File: src/rtl/f_pkg.sv
// Shared constants, state encoding and field helpers for the binary32 post-normalizer.
// The adder significand carries an extra carry bit above the hidden bit.
package f_pkg;

  localparam int EXP_W   = 8;
  localparam int FRAC_W  = 23;
  localparam int MANT_W  = FRAC_W + 2;
  localparam int WORD_W  = 1 + EXP_W + FRAC_W;
  localparam int EXP_MAX = 255;
  localparam int BIAS    = 127;

  // Packed word field positions
  localparam int SIGN_BIT = WORD_W - 1;
  localparam int EXP_HI   = WORD_W - 2;
  localparam int EXP_LO   = FRAC_W;
  localparam int FRAC_HI  = FRAC_W - 1;
  localparam int FRAC_LO  = 0;

  // Significand field positions
  localparam int CARRY_BIT  = FRAC_W + 1;
  localparam int HIDDEN_BIT = FRAC_W;

  // NORM never needs more than 24 evaluations for a legal input.
  localparam int ITER_MAX = 25;

  typedef enum logic [1:0] {
    IDLE = 2'd0,
    NORM = 2'd1,
    DONE = 2'd2
  } state_t;

  function automatic logic [WORD_W-1:0] pack_word(
    input logic              sign,
    input logic [EXP_W-1:0]  exp,
    input logic [FRAC_W-1:0] frac
  );
    return {sign, exp, frac};
  endfunction

endpackage

File: src/rtl/f_normalizer.sv
// Sequential post-normalizer: one shift per cycle after cancellation, right shift on carry,
// packs a binary32 result with zero/overflow/underflow flags behind a valid/ready handshake.
module f_normalizer
  import f_pkg::*;
(
  input  logic                 clk,
  input  logic                 rst,
  input  logic                 in_valid,
  output logic                 in_ready,
  input  logic                 in_sign,
  input  logic [EXP_W-1:0]     in_exp,
  input  logic [MANT_W-1:0]    in_mant,
  output logic                 out_valid,
  input  logic                 out_ready,
  output logic [WORD_W-1:0]    out,
  output logic                 zero,
  output logic                 ovf,
  output logic                 uf
);

  state_t              state_reg;
  logic                sign_reg;
  logic [EXP_W:0]      exp_reg;
  logic [MANT_W-1:0]   mant_reg;
  logic [4:0]          iter_cnt_reg;

  logic [EXP_W:0]      exp_inc;
  logic [EXP_W:0]      exp_dec;

  assign exp_inc  = exp_reg + 9'd1;
  assign exp_dec  = exp_reg - 9'd1;
  assign in_ready = (state_reg == IDLE) && !rst;

  always_ff @(posedge clk) begin
    if (rst) begin
      state_reg    <= IDLE;
      sign_reg     <= 1'b0;
      exp_reg      <= '0;
      mant_reg     <= '0;
      iter_cnt_reg <= '0;
      out          <= '0;
      out_valid    <= 1'b0;
      zero         <= 1'b0;
      ovf          <= 1'b0;
      uf           <= 1'b0;
    end else begin
      case (state_reg)
        IDLE: begin
          if (in_valid) begin
            sign_reg     <= in_sign;
            exp_reg      <= {1'b0, in_exp};
            mant_reg     <= in_mant;
            iter_cnt_reg <= '0;
            state_reg    <= NORM;
          end
        end

        NORM: begin
          iter_cnt_reg <= iter_cnt_reg + 5'd1;
          if (exp_reg == 9'(EXP_MAX)) begin
            // Inf/NaN from the adder passes through untouched.
            out       <= pack_word(sign_reg, exp_reg[EXP_W-1:0], mant_reg[FRAC_HI:FRAC_LO]);
            out_valid <= 1'b1;
            state_reg <= DONE;
          end else if (mant_reg == '0) begin
            out       <= '0;
            zero      <= 1'b1;
            out_valid <= 1'b1;
            state_reg <= DONE;
          end else if (exp_reg == '0) begin
            out       <= pack_word(sign_reg, '0, '0);
            uf        <= 1'b1;
            out_valid <= 1'b1;
            state_reg <= DONE;
          end else if (mant_reg[CARRY_BIT]) begin
            mant_reg <= mant_reg >> 1;
            exp_reg  <= exp_inc;
            if (exp_inc == 9'(EXP_MAX)) begin
              out       <= pack_word(sign_reg, '1, '0);
              ovf       <= 1'b1;
              out_valid <= 1'b1;
              state_reg <= DONE;
            end
          end else if (mant_reg[HIDDEN_BIT]) begin
            out       <= pack_word(sign_reg, exp_reg[EXP_W-1:0], mant_reg[FRAC_HI:FRAC_LO]);
            out_valid <= 1'b1;
            state_reg <= DONE;
          end else if (exp_reg == 9'd1 || iter_cnt_reg == 5'(ITER_MAX - 1)) begin
            // Cannot shift further without entering the denormal range.
            out       <= pack_word(sign_reg, '0, '0);
            uf        <= 1'b1;
            out_valid <= 1'b1;
            state_reg <= DONE;
          end else begin
            mant_reg <= mant_reg << 1;
            exp_reg  <= exp_dec;
          end
        end

        DONE: begin
          if (out_ready) begin
            out_valid <= 1'b0;
            zero      <= 1'b0;
            ovf       <= 1'b0;
            uf        <= 1'b0;
            state_reg <= IDLE;
          end
        end

        default: begin
          state_reg <= IDLE;
          out_valid <= 1'b0;
        end
      endcase
    end
  end

endmodule

File: config.mk
export PLATFORM = sky130hd
export DESIGN_NAME = f_normalizer
export DESIGN_NICKNAME = d
export VERILOG_FILES = /design/src/rtl/f_pkg.sv /design/src/rtl/f_normalizer.sv
export SDC_FILE = /design/constraint.sdc
export NUM_CORES = 1
export LEC_CHECK = 0
export ABC_AREA = 1
export CORE_MARGIN = 4
export CORE_UTILIZATION = 55
export DETAILED_ROUTE_END_ITERATION = 10
export PLACE_DENSITY = 0.83
export REMOVE_ABC_BUFFERS = 1
export SLEW_MARGIN = 20
export SYNTH_ARGS = -nofsm -noshare
export SYNTH_HDL_FRONTEND = slang
export SYNTH_SLANG_ARGS = --single-unit
File: constraint.sdc
create_clock -name clk -period 3.42 [get_ports clk]
set_clock_uncertainty 0.2 [all_clocks]
set_input_delay 0.342 -clock clk [delete_from_list [all_inputs] [get_ports clk]]
set_output_delay 0.342 -clock clk [all_outputs]
set_load 0.1 [all_outputs]
**Yosys cells after proc, flatten, opt, wreduce, memory -nomap -nowiden**

Index checks and enable logic that the tools add are counted.

- $add $sub $neg: 3
- Bitwise logic cells: 1
- Mux-type cells: 58
- Reductions and logical operators: 19
- Eq/ne operators: 22

Operator list:

| cell | count |
|---|---|
| $mux W32 | 7 |
| $mux W25 | 4 |
| $mux W24 | 3 |
| $mux W9 | 7 |
| $pmux W25 S2 | 1 |
| $logic_not A25 Y1 | 1 |
| $reduce_and A7 Y1 | 3 |
| $mux W1 | 19 |
| $eq A9 B8 Y1 const B | 2 |
| $mux W2 | 9 |
| $pmux W9 S2 | 1 |
| $ne A2 B2 Y1 const B | 8 |
| $ne A3 B3 Y1 const B | 5 |
| $reduce_and A4 Y1 | 3 |
| $pmux W5 S2 | 1 |
| $add A9 B1 Y9 const B | 1 |
| $eq A9 B1 Y1 const B | 1 |
| $logic_not A9 Y1 | 1 |
| $sub A9 B1 Y9 const B | 1 |
| $ne A7 B7 Y1 const B | 1 |
| $ne A6 B6 Y1 const B | 1 |
| $pmux W1 S2 | 3 |
| $pmux W2 S3 | 1 |
| $reduce_bool A6 Y1 | 1 |
| other kinds (16) | 18 |

- Bits in registers: 78
- Logic and storage cells: 114
- Bits of input ports: 38
- Output and inout port bits: 37

**Logic depth before layout (Yosys ltp)**

- Word-level depth: 9
- Gate-level depth with buffers: 17
- Depth with buffers taken out: 16

**Least setup slack after synthesis**

OpenSTA, ideal clock, no wires.

- Kind: flip-flop to flip-flop
- Start: register exp_reg[0]
- End: register out[10]
- Data arrival time: 2.081 ns
- Path slack: 1.026 ns
- Buffers on the path: 2
- Library setup time: 0.113 ns
- Period minus slack after synthesis: 2.394 ns
- Stages on the path, launching flop included: 15
- Required time: 3.107 ns
- Path through: dfxtp_1 -> ha_1 -> nand2_1 -> inv_1 -> nand2_1 -> nor2_1 -> ha_1 -> inv_1 -> clkbuf_1 -> o21ai_2 -> inv_2 -> buf_2 -> nor2_1 -> nor2_1 -> nor2_1

- Longest elaborated chain between the ends: 4
- Elaborated cells between the ends (all ways): 12
- Those cells by class: add/sub: 1; eq/ne: 4; mux: 3; reduce/logical: 4

Ends and longest elaborated chain:

| element | line | text |
|---|---|---|
| start: declaration | f_normalizer.sv:23 | `logic [EXP_W:0] exp_reg;` |
| start signal: assignment | f_normalizer.sv:51 | `exp_reg <= {1'b0, in_exp};` |
| start signal: assignment | f_normalizer.sv:77 | `exp_reg <= exp_inc;` |
| start signal: assignment | f_normalizer.sv:96 | `exp_reg <= exp_dec;` |
| $add A9 B1 Y9, or another cell as far along | f_normalizer.sv:30 | `assign exp_inc = exp_reg + 9'd1;` |
| $eq A9 B8 Y1, or another cell as far along | f_normalizer.sv:78 | `if (exp_inc == 9'(EXP_MAX)) begin` |
| $ne A5 B1 Y1 (no line), or another cell as far along | n/a |  |
| $reduce_and A3 Y1 (no line) / $mux W32 (equally long branches) | n/a |  |
| end signal: assignment | f_normalizer.sv:79 | `out <= pack_word(sign_reg, '1, '0);` |
| end signal: assignment | f_normalizer.sv:85 | `out <= pack_word(sign_reg, exp_reg[EXP_W-1:0], mant_reg[FRAC_HI:FRAC_LO]);` |
| end signal: assignment | f_normalizer.sv:90 | `out <= pack_word(sign_reg, '0, '0);` |
| end: declaration | f_normalizer.sv:15 | `output logic [WORD_W-1:0] out,` |

Several ways; a longest one is shown, not always the timed one.
A chain may end at the register's enable or synchronous reset.

**Worst setup path in the final report**

- Start: register exp_reg[0]
- End: register mant_reg[20]

- Longest elaborated chain between the ends: 4
- Elaborated cells between the ends (all ways): 8
- Those cells by class: eq/ne: 5; reduce/logical: 3

Ends and longest elaborated chain:

| element | line | text |
|---|---|---|
| $eq A9 B1 Y1 | f_normalizer.sv:88 | `end else if (exp_reg == 9'd1 \|\| iter_cnt_reg == 5'(ITER_MAX - 1)) begin` |
| $logic_or A1 B1 Y1 | f_normalizer.sv:88 |  |
| $ne A3 B3 Y1 (no line) | n/a |  |
| $reduce_and A7 Y1 (no line) * | n/a |  |
| end signal: assignment | f_normalizer.sv:52 | `mant_reg <= in_mant;` |
| end signal: assignment | f_normalizer.sv:76 | `mant_reg <= mant_reg >> 1;` |
| end signal: assignment | f_normalizer.sv:95 | `mant_reg <= mant_reg << 1;` |
| end: declaration | f_normalizer.sv:24 | `logic [MANT_W-1:0] mant_reg;` |

Every way passes the cells marked *; elsewhere a longest branch is shown, timed or not.

==> results_dict.tcl <==
set metrics [dict create \
    yosysWarnings 0 \
    multi_input_comb_area_mm2 0.00265 \
    cts_max_level 3 \
    dpl.hpwl_mm 9.64 \
    netlist_instances 802 \
    fmax_mhz 332 \
    outcome "finished, final reports clean" \
    avgSynthCellArea_um2 6.02 \
    worst_pin_slew_ps 983 \
    hold_viol 0 \
    slew_viol_final 0 \
    drtIter0Drc 339 \
    routed_via_density 5.36 \
    final.setup.tns_ps 0 \
    wl_mm 13.8 \
    die_h_um 102 \
    clock-sinks 78 \
    cts_tree "done" \
    synth_edf_count 0 \
    diodes 0 \
    finalSetupViolations 0 \
    grt_overflow 0 \
    instances_no_fill 968 \
    rsz0062_at_grt "false" \
    grt_start_max_net_pins 68 \
    design_area_mm2 0.00580 \
    die_w_um 102 \
    postCtsSetupBuffers 0 \
    yosysTopAreaCell "dfxtp_1" \
    crit_slowest_cell "inv_4" \
    clockRootBuffer "clkbuf_8" \
    cts_buffers 9 \
    cap_violations 0 \
    async_flop_share_pct 0 \
    synth_top_area_share_pct 32.4 \
    place_area_mm2 0.00558 \
    wire_per_inst_um 14.2 \
    synthFlopType "dfxtp_1" \
    clock_path_buffers 2 \
    io_buffers 74 \
    endpoint_kind "register" \
    dp_cells 952 \
    row_count 33 \
    peakVddDrop_mv 0.379 \
    grt_usage_pct 27.4 \
    synth_cell_types 37 \
    ant_nets 0 \
    path_max_fanout 54 \
    drc 0 \
    drive_above_1_share_pct 6.60 \
    grt_pass1_vias 4832 \
    largest_register_ffs 32 \
    layout.nets 904 \
    register_area_mm2 0.00156 \
    hp-class "register to register" \
    fin_crit_ps 3020 \
    cp.required_ps 3470 \
    power.leakage_nw 2.65 \
    path_cells "ha_1, nand2_1, inv_1, nand2_1, nor2_1, ha_1, inv_1, nand3_1, nand2_1, nand2_4, inv_4, nand2_1, nand2_1, nor2_1" \
    gp_congestion 0.902 \
    path_common_cell "nand2_1" \
    syn_area_mm2 0.00482 \
    grt_pass1_wl_mm 22.9 \
    synth_top_cells_by_count "193 x nand2_1, 182 x nor2_1, 85 x inv_1" \
    max_stage_delay_ps 450 \
    cts_resized 0 \
    synth_area_leaders "dfxtp_1 32%, nand2_1 15%, nor2_1 14%" \
    arrival_ps 3060 \
    antenna_found_initial 0 \
    nFillCells 771 \
    finalCritPeriodShare_pct 88.2 \
    synth_seq_area_share_pct 32.4 \
    first_pass_iters 5 \
    synth.most_common_cell "nand2_1" \
    finalPower_mw 4.48 \
    clkTransAtPathRegs_ps 90 \
    clk_latency_ps 350 \
    syn2layout_area_growth_pct 20.1 \
    start_kind "register" \
    start_util_pct 57.6 \
    core-area_mm2 0.00838 \
    cts_hold_buf 0 \
    slew-limit-headroom_pct 34.2 \
    ys_ff_latch 78 \
    pin_count 75 \
    worstSetupPathType "register to register" \
    fin_util_pct 69.1 \
    p_per_area_mw_per_mm2 773 \
    dieArea_mm2 0.0103 \
    vias 5184 \
]
==> final cells by class <==
type                            instances  share of cell area (%)
Clock buffer                           11                    2.61
Tap cell                              105                    2.27
Clock inverter                          5                    1.10
Timing Repair Buffer                   91                    14.9
Sequential cell                        78                    26.9
Multi-Input combinational cell        579                    45.7
Inverter                               99                    6.48
==> power breakdown <==
group | switching [mW] | internal [mW] | leakage (nW) | total [mW]
Clock | 0.368 | 0.384 | 0.107 | 0.752
Combinational | 1.76 | 0.687 | 1.90 | 2.44
Sequential | 0.165 | 1.12 | 0.641 | 1.29
==> cell usage in the layout, fill, tap and decap left out, types with 3 or more instances in the layout <==
cell / count
nand2_1: 193
nor2_1: 182
inv_1: 85
dfxtp_1: 78
clkdlybuf4s50_1: 73
o21ai_0: 51
a21oi_1: 27
nand3_1: 26
nand4_1: 23
buf_4: 18
nor3_1: 17
o22ai_1: 15
inv_2: 11
clkbuf_8: 11
ha_1: 8
o211ai_1: 7
o31ai_1: 6
xor2_1: 4
nor2_2: 3
nand3b_1: 3
==> worst max-delay path: cells and delay by family (launching register included) <==
kind	cells	cell delay, ps
adders and majority gates	2	520
buffers and inverters	3	760
DFF	1	370
and+or+nand+nor	9	1020
==> final timing paths <==
kind                            startpoint  slack [ps]           end  cells past startpoint
worst max-delay path            exp_reg[0]         400  mant_reg[20]                     14
worst min-delay path             out_valid         250     out_valid                      2
worst max register to register  exp_reg[0]         400  mant_reg[20]                     14
worst min register to register   out_valid         250     out_valid                      2
==> kinds of logic (layout without fill, tap and decap cells) <==
logic type                 count (synthesis)  count (layout)  share of synthesized area (%)
adders and majority gates                  8               8                           2.07
AOI/OAI and AO/OA                        115             115                           13.5
buffers and inverters                    145             206                           12.9
and+or+nand+nor                          452             452                           38.5
xor gates and xnor gates                   4               4                          0.726
DFF                                       78              78                           32.4
==> stage by stage <==
stage / worst slack [ps] / hold slack (ps)
2_1_floorplan: 65.6 / 211
3_3_place_gp: 563 / 231
3_5_place_dp: 502 / 242
4_1_cts: 472 / 256
5_1_grt: 140 / 299
6_report: 404 / 251
==> per-layer routing <==
layer	vias up	part of all wire, %	GRT usage (%)
li1	2644	-	-
met1	2331	45	37.7
met2	198	47	45.4
met3	11	7.3	3.17
met4	0	0.94	8.08
met5	-	0	0
Note: power is estimated with default switching activity, not from simulation.
